--- src/rtl/prod_accum_pkg.sv ---
// rtl/prod_accum_pkg.sv - shared types, default widths and range helper for prod_accum
// Contents:
//   PW_DEF, AW_DEF : default product and accumulator widths
//   state_t        : ACCUM (collecting products) / HOLD (presenting frame sum)
//   aw_limit()     : most positive or most negative value of an aw-bit signed number
package prod_accum_pkg;

    localparam int PW_DEF = 10;
    localparam int AW_DEF = 16;

    typedef enum logic [0:0] {
        ACCUM = 1'b0,
        HOLD  = 1'b1
    } state_t;

    function automatic logic signed [31:0] aw_limit(input int aw, input logic want_max);
        logic signed [31:0] half;
        half = 32'sd1 <<< (aw - 1);
        return want_max ? (half - 32'sd1) : -half;
    endfunction

endpackage

--- src/rtl/prod_accum_sat_add.sv ---
// rtl/prod_accum_sat_add.sv - AW-bit signed accumulate step with overflow detect
// Build option: PROD_ACCUM_SAT_EN clamps the result on overflow; otherwise it wraps.
// Ports:
//   a   in  AW  current accumulator value (signed)
//   b   in  PW  product to add (signed, sign-extended internally)
//   sum out AW  next accumulator value
//   ovf out 1   AW+1-bit true sum lies outside the AW-bit signed range
module prod_accum_sat_add
    import prod_accum_pkg::*;
#(
    parameter int PW = PW_DEF,
    parameter int AW = AW_DEF
) (
    input  logic signed [AW-1:0] a,
    input  logic signed [PW-1:0] b,
    output logic signed [AW-1:0] sum,
    output logic                 ovf
);

    logic signed [AW:0] wide;

    // One guard bit is enough: |b| never exceeds the AW-bit range when AW >= PW.
    assign wide = {a[AW-1], a} + {{(AW + 1 - PW){b[PW-1]}}, b};

    // Guard bit disagreeing with the AW-bit sign means the result left the range.
    assign ovf = wide[AW] ^ wide[AW-1];

`ifdef PROD_ACCUM_SAT_EN
    localparam logic signed [31:0] MAX_V = aw_limit(AW, 1'b1);
    localparam logic signed [31:0] MIN_V = aw_limit(AW, 1'b0);

    // The guard bit carries the true sign, so it selects which rail to clamp to.
    always_comb begin
        sum = wide[AW-1:0];
        if (ovf) begin
            sum = wide[AW] ? MIN_V[AW-1:0] : MAX_V[AW-1:0];
        end
    end
`else
    assign sum = wide[AW-1:0];
`endif

endmodule

--- src/rtl/prod_accum.sv ---
// rtl/prod_accum.sv - accumulates N_TERMS signed products into one frame sum
// Build option: PROD_ACCUM_SAT_EN (saturating accumulate; default wraps modulo 2^AW).
// Ports:
//   clk       in  1   system clock
//   rst_n     in  1   synchronous active-low reset
//   clear     in  1   synchronous frame abort
//   in_valid  in  1   prod valid
//   in_ready  out 1   accepting products (ACCUM state)
//   prod      in  PW  signed product
//   out_valid out 1   acc_out holds a completed frame sum (HOLD state)
//   out_ready in  1   downstream takes acc_out
//   acc_out   out AW  accumulator register
//   ovf       out 1   frame overflowed, qualified by out_valid
module prod_accum
    import prod_accum_pkg::*;
#(
    parameter int PW      = PW_DEF,
    parameter int AW      = AW_DEF,
    parameter int N_TERMS = 4
) (
    input  logic                 clk,
    input  logic                 rst_n,
    input  logic                 clear,
    input  logic                 in_valid,
    output logic                 in_ready,
    input  logic signed [PW-1:0] prod,
    output logic                 out_valid,
    input  logic                 out_ready,
    output logic signed [AW-1:0] acc_out,
    output logic                 ovf
);

    // A one-term frame still gets a 1-bit counter that simply stays at zero.
    localparam int CW = (N_TERMS > 1) ? $clog2(N_TERMS) : 1;
    localparam logic [CW-1:0] LAST = CW'(N_TERMS - 1);

    state_t                state;
    logic [CW-1:0]         cnt;
    logic signed [AW-1:0]  acc;
    logic                  ovf_r;
    logic signed [AW-1:0]  next_acc;
    logic                  add_ovf;

    prod_accum_sat_add #(
        .PW(PW),
        .AW(AW)
    ) u_sat_add (
        .a   (acc),
        .b   (prod),
        .sum (next_acc),
        .ovf (add_ovf)
    );

    assign in_ready  = (state == ACCUM);
    assign out_valid = (state == HOLD);
    assign acc_out   = acc;
    assign ovf       = ovf_r;

    always_ff @(posedge clk) begin
        if (!rst_n || clear) begin
            state <= ACCUM;
            cnt   <= '0;
            acc   <= '0;
            ovf_r <= 1'b0;
        end else begin
            unique case (state)
                ACCUM: begin
                    if (in_valid) begin
                        acc   <= next_acc;
                        ovf_r <= ovf_r | add_ovf;
                        if (cnt == LAST) begin
                            cnt   <= '0;
                            state <= HOLD;
                        end else begin
                            cnt <= cnt + 1'b1;
                        end
                    end
                end
                HOLD: begin
                    if (out_ready) begin
                        acc   <= '0;
                        ovf_r <= 1'b0;
                        state <= ACCUM;
                    end
                end
                default: state <= ACCUM;
            endcase
        end
    end

endmodule

--- config.mk ---
export PLATFORM = sky130hd
export DESIGN_NAME = prod_accum
export DESIGN_NICKNAME = d
export VERILOG_FILES = /design/src/rtl/prod_accum_pkg.sv /design/src/rtl/prod_accum_sat_add.sv /design/src/rtl/prod_accum.sv
export SDC_FILE = /design/constraint.sdc
export NUM_CORES = 1
export LEC_CHECK = 0
export ABC_CLOCK_PERIOD_IN_PS = 3000
export BUFFER_PORTS_ARGS = -buffer_cell sky130_fd_sc_hd__clkbuf_2
export CAP_MARGIN = 20
export CORE_MARGIN = 3
export CORE_UTILIZATION = 54
export CTS_BUF_LIST = sky130_fd_sc_hd__clkbuf_16
export DETAILED_ROUTE_END_ITERATION = 7
export PLACE_DENSITY = 0.8
export SKIP_LAST_GASP = 1
export SLEW_MARGIN = 40
export SYNTH_ARGS = -nofsm -noshare
export SYNTH_HDL_FRONTEND = slang
export SYNTH_SLANG_ARGS = --single-unit
--- constraint.sdc ---
create_clock -name clk -period 3 [get_ports clk]
set_input_delay 0.3 -clock clk [delete_from_list [all_inputs] [get_ports clk]]
set_output_delay 0.3 -clock clk [all_outputs]
set_load 0.05 [all_outputs]
# Yosys cells after proc, flatten, opt, wreduce, memory -nomap -nowiden
# Cells that the tools add are included.
# Widths: inputs -> output; s select.
[totals]
out_inout_bits = 19
regBits = 20
input_bits = 15
[op_classes]
add_sub_neg = 2
bitwise_logic = 3
n_reduce_logical = 4
eq_ne = 3
mux = 11
[op_table]
columns = ["operator", "n"]
rows = [
  ["$mux 16", 2],
  ["$pmux 16 s2", 1],
  ["$add 16x10->17", 1],
  ["$mux 1", 5],
  ["$ne 2x2->1 const B", 2],
  ["$pmux 1 s2", 2],
  ["$reduce_and 2->1", 2],
  ["$add 2x1->2 const B", 1],
  ["$eq 2x2->1 const B", 1],
  ["$mux 2", 1],
  ["$logic_not 1->1", 1],
  ["$logic_or 1x1->1", 1],
  ["$not 1->1", 1],
  ["$or 1x1->1", 1],
  ["$xor 1x1->1", 1],
]

# Depth between registers and ports, before layout
[depth]
word_depth = 5
depth_mapped = 8
depth_no_buf = 8

# By module
# Synthesis repeated with hierarchy kept, for this count alone.
[hier_totals]
hier_cells = 144
hier_area_um2 = 1425.1
[modules_own_cells]
columns = ["module", "seq_area_each_um2", "instances", "area_each_um2", "cells_each"]
rows = [
  ["prod_accum_sat_add", 0.0, 1, 719.4, 87],
  ["prod_accum", 400.4, 1, 705.7, 57],
]

# Worst setup path before layout
# OpenSTA, ideal clock, no wires.
[synth_timing]
path_kind = "register -> register"
startpoint = "register acc[0], in the netlist acc_out[0]"
endpoint = "register acc[12], in the netlist acc_out[12]"
path_slack_ns = 0.566
arrival_time_ns = 2.316
stages_incl_launch_ff = 9
cell_sequence = "dfxtp_1 > ha_1 > fa_1 > a211oi_2 > nor3b_2 > o21bai_4 > a21oi_2 > or3_1 > a32o_1"
[synth_between]
elab_chain_cells = 3
[synth_rtl]
columns = ["item", "line", "rtl"]
rows = [
  ["start: declaration", "prod_accum.sv:39", "logic signed [AW-1:0] acc;"],
  ["start signal: assignment", "prod_accum.sv:69", "acc <= next_acc;"],
  ["$add 16x10->17", "prod_accum_sat_add.sv:23", "assign wide = {a[AW-1], a} + {{(AW + 1 - PW){b[PW-1]}}, b};"],
  ["$mux 16", "prod_accum.sv:68", "if (in_valid) begin"],
  ["$pmux 16 s2", "prod_accum.sv:66", "unique case (state)"],
]
# Every way passes these cells. The select of a mux whose other input is x is not followed.
# A chain may end at the register's enable or synchronous reset.

# Worst setup path after layout
# Same ends and word-level chain as after synthesis.

==> flow_results.org <==
** Synth
- Synthesis produced a netlist with a net count of 213.
- Counting distinct cell types in the post-synthesis netlist gives 41.
- Post-synthesis sequential element count :: 20
- The synthesized design contains 0 enable-type register cells.
- By area the synthesized netlist is led by dfxtp_1 26%, ha_1 14%, a21oi_1 5.6%.
- Most frequently used flop master after synthesis :: dfxtp_1
- Counting flops with an async set or reset pin after synthesis yields a share of 0%.
- Parity-gate share of the synthesized area counting xor and xnor cells :: 6.31%
- Cell type with the largest total area after synthesis :: dfxtp_1
- By instance count, the leading cell after synthesis is dfxtp_1.
- The Yosys step of the flow raised 0 warnings.
- In this run the cell area of the synthesized design comes to 1530 um2.
- Summing the sequential cell areas from Yosys gives 26.2% of the chip area.
- After synthesis, the mean cell area works out to 8.48 um2.
- Count of mapped cells out of synthesis :: 180
- Basic-gate share of the synthesized area counting and, or, nand and nor cells :: 16.5%
- Dominant combinational cell family by area after synthesis :: compound AO/OA/AOI/OAI gates
- Compound-gate portion of the synthesized area :: 31.5%
- Counting instances in the post-synthesis netlist gives the leading cell types as 20 x dfxtp_1, 19 x nand2_1, 17 x a21oi_1, 17 x ha_1, 16 x nor2_1.
- Multiplexer cells account for 1.97% of the synthesized area.
- In this run the biggest area consumer among cell types represents 26.2% of the synthesized area.
- Area share of fa/ha/maj cells after synthesis :: 15.2%

** Place
- Placed wire-length estimate :: 2.72 mm
- Prior to clock tree synthesis, the placed netlist has a worst setup slack of 0.595 ns.
- In this run the cell area measured after placement is 1700 um2.
- Number of port buffers :: 33
- Gp weighted congestion :: 0.831
- Once placement completed, the tool counted placed cells totaling 236.

** STA
- Setup slack on the critical path of the routed design comes to 0.642 ns.
- For the final routed database, the setup TNS stands at 0 ns.
- The total count of max-transition violations in the final report was 0.
- Based on the critical path, the design can be clocked at up to 424 MHz.
- Post-route fraction of the period consumed by the critical path :: 78.6%
- RSZ-0062 raised after global routing :: no
- In this run the tightest slew margin relative to its limit is 60.3%.
- The number of hold violations in the final report was 0.
- For the finished layout, the period the worst path requires is 2.36 ns.
- Transition time of the tightest slew-check pin :: 0.596 ns
- Across the routed clock network, the largest skew measured is 0.00420 ns.
- Setup violations, final :: 0

** Hold path
- Depth of the worst hold-timing path :: 3
- In this run the worst hold path is classified as primary input to flip-flop.

** Route
- The detailed router placed 1424 vias in this run.
- Wires add up to 3.53 mm.
- The first routing iteration left 44 violations.
- The count of nets left with antenna violations once routing finished came out at 0.
- After detailed routing, the average wire length per cell comes to 14.7 um.
- Count of TritonRoute iterations in the first routing pass :: 4
- In the routed design, unresolved DRC markers number 0.
- Dividing the detail-routed via count by the number of cells gives 5.93.

** Finish
- Relative to the synthesized area, the layout overhead comes to 16.8%.
- Number of diodes added for antenna fixing :: 0
- Of the cells placed in the final design, the portion with a size suffix greater than 1 is 23.8%.
- At the end of the flow, the number of nets in the layout was 244.
- The layout has 224 filler cells.
- After routing the design area is 1780 um2.
- Non-filler cells, final :: 240

** Global route
- The number of global-route vias before repair is 1354.
- The initial antenna violation count was 0.
- Across every metal layer, demand over resource in global routing totals 21.7%.
- Overflow left after global routing :: 0
- Global-route wire length before repair :: 5.89 mm
- Entering global routing, the biggest net connects 17 pins.

** Worst setup path
- Crit end category :: flip-flop
- Data arrival time at the worst-slack endpoint :: 2.50 ns
- Data required time at the worst endpoint :: 3.14 ns
- Crit Path Class :: flip-flop to flip-flop
- For flop-to-flop paths, the worst setup slack is 0.64 ns.
- Highest net fanout along the worst path :: 4
- For the worst flop-to-flop path, the logic depth is 8.
- The worst setup path is launched from a flip-flop.

** Power and ir drop
- Largest voltage drop on the vdd net :: 0.321 mV
- LEAKAGE :: 0.848 nW
- The design draws 788 uW.
- Dividing total power by cell area gives a power density of 442 nW/um2.

** Job
- The tool flagged a number of max-cap violations equal to 0.

** Clock network
- The clock passes through at most 2 buffers.
- Clock tree from TritonCTS :: yes
- Clock-pin slew was measured on the worst setup and hold paths at 0.06 ns.
- Number of H-tree branching levels :: 1
- In this run, CTS created clock tree buffers numbering 3.
- TritonCTS sink count :: 20
- Count of hold buffers inserted by post-cts repair :: 0
- In this run the post-CTS setup repair buffer count came out at 0.
- Clock latency on the worst-skew pair, taken at its later pin, is 0.25 ns.
- Post-cts repair resize count :: 0
- Clock tree synthesis selected as its root buffer the cell clkbuf_16.

** Floorplanning
- Vertical die dimension :: 59.2 um
- For this configuration, the core starts out at a cell density of 58.9%.
- Die outline area :: 3500 um2
- During I/O placement, the number of pins put on the boundary was 34.
- The region available for standard cell placement spans 2590 um2.
- After floorplanning, the core was divided into 18 placement rows.
- Die outline width :: 59.2 um

** Run status
- Status :: finished, final reports clean
-- registers in the layout (all words and copies together), names as in the netlist --
| signal | count |
|---|---|
| cnt | 2 |
| ovf | 1 |
| out_valid | 1 |
| acc_out | 16 |
-- worst paths after layout --
path / endpoint / from
min: out_valid$_SDFF_PP0_ / out_ready
max reg2reg: acc_out[12]$_SDFFE_PP0P_ / acc_out[0]$_SDFFE_PP0P_
max: acc_out[12]$_SDFFE_PP0P_ / acc_out[0]$_SDFFE_PP0P_
min reg2reg: ovf$_SDFFE_PP0P_ / ovf$_SDFFE_PP0P_
-- report_power, final --
group	leakage, nW	internal (mW)	total (mW)	switching [mW]
logic	0.647	0.0807	0.222	0.141
registers	0.163	0.277	0.287	0.00977
clock network	0.0385	0.178	0.279	0.101
-- kinds of logic (layout without fill, tap and decap cells) --
family	Yosys count	in the layout
xor+xnor	11	11
flops	20	20
fa+ha+maj	18	18
simple gates	54	54
compound gates	65	65
mux	3	3
buf+inv	9	39
-- per-stage QoR --
stage	util, %	hold WS (ns)
3_3_place_gp	65.7	0.441
5_1_grt	68.8	0.408
4_1_cts	68.8	0.391
3_5_place_dp	65.8	0.457
2_1_floorplan	-	0.440
6_report	68.8	0.390
-- critical path: stages (launching register included) --
cell and delay (ns):
dfxtp_1 0.32, ha_1 0.23, fa_1 0.45, a211oi_2 0.31, nor3b_2 0.11, o21bai_4 0.18, a21oi_2 0.08, or3_1 0.31
a32o_1 0.24
-- per-layer routing --
metal	GRT usage [%]	wire length [um]	vias to the layer above
met5	0	0	-
met4	7.77	36	0
met3	3.05	168	4
met2	36.0	1670	35
met1	28.7	1660	660
li1	-	-	725
-- layout by cell type (no fill, tap or decap), types with 2 or more instances in the layout --
cell / count
a22oi_1: 9
inv_1: 2
a2bb2oi_1: 2
and3_1: 3
xnor2_1: 8
a211oi_2: 2
nand2b_1: 3
dfxtp_1: 20
a21oi_1: 17
ha_1: 17
a21o_1: 5
a21o_2: 2
nor2_1: 16
mux2i_1: 3
clkbuf_2: 33
nand2_1: 19
a21oi_2: 3
o21bai_1: 3
o21ai_1: 6
nand4_1: 2
nor3_1: 3
clkbuf_16: 3
nand3_1: 3
xor2_1: 3
o21ai_0: 6
-- final cells by class --
cell class | count | area [um2] | share of cell area (%)
well taps | 30 | 37.5 | 2.11
repair buffers | 33 | 165 | 9.26
clock inverters | 1 | 3.75 | 0.211
clock buffers | 3 | 75.1 | 4.21
multi-input cells | 151 | 1090 | 61.3
flip-flops and latches | 20 | 400 | 22.5
inverters | 2 | 7.51 | 0.421
(Power assumes the default switching activity.)
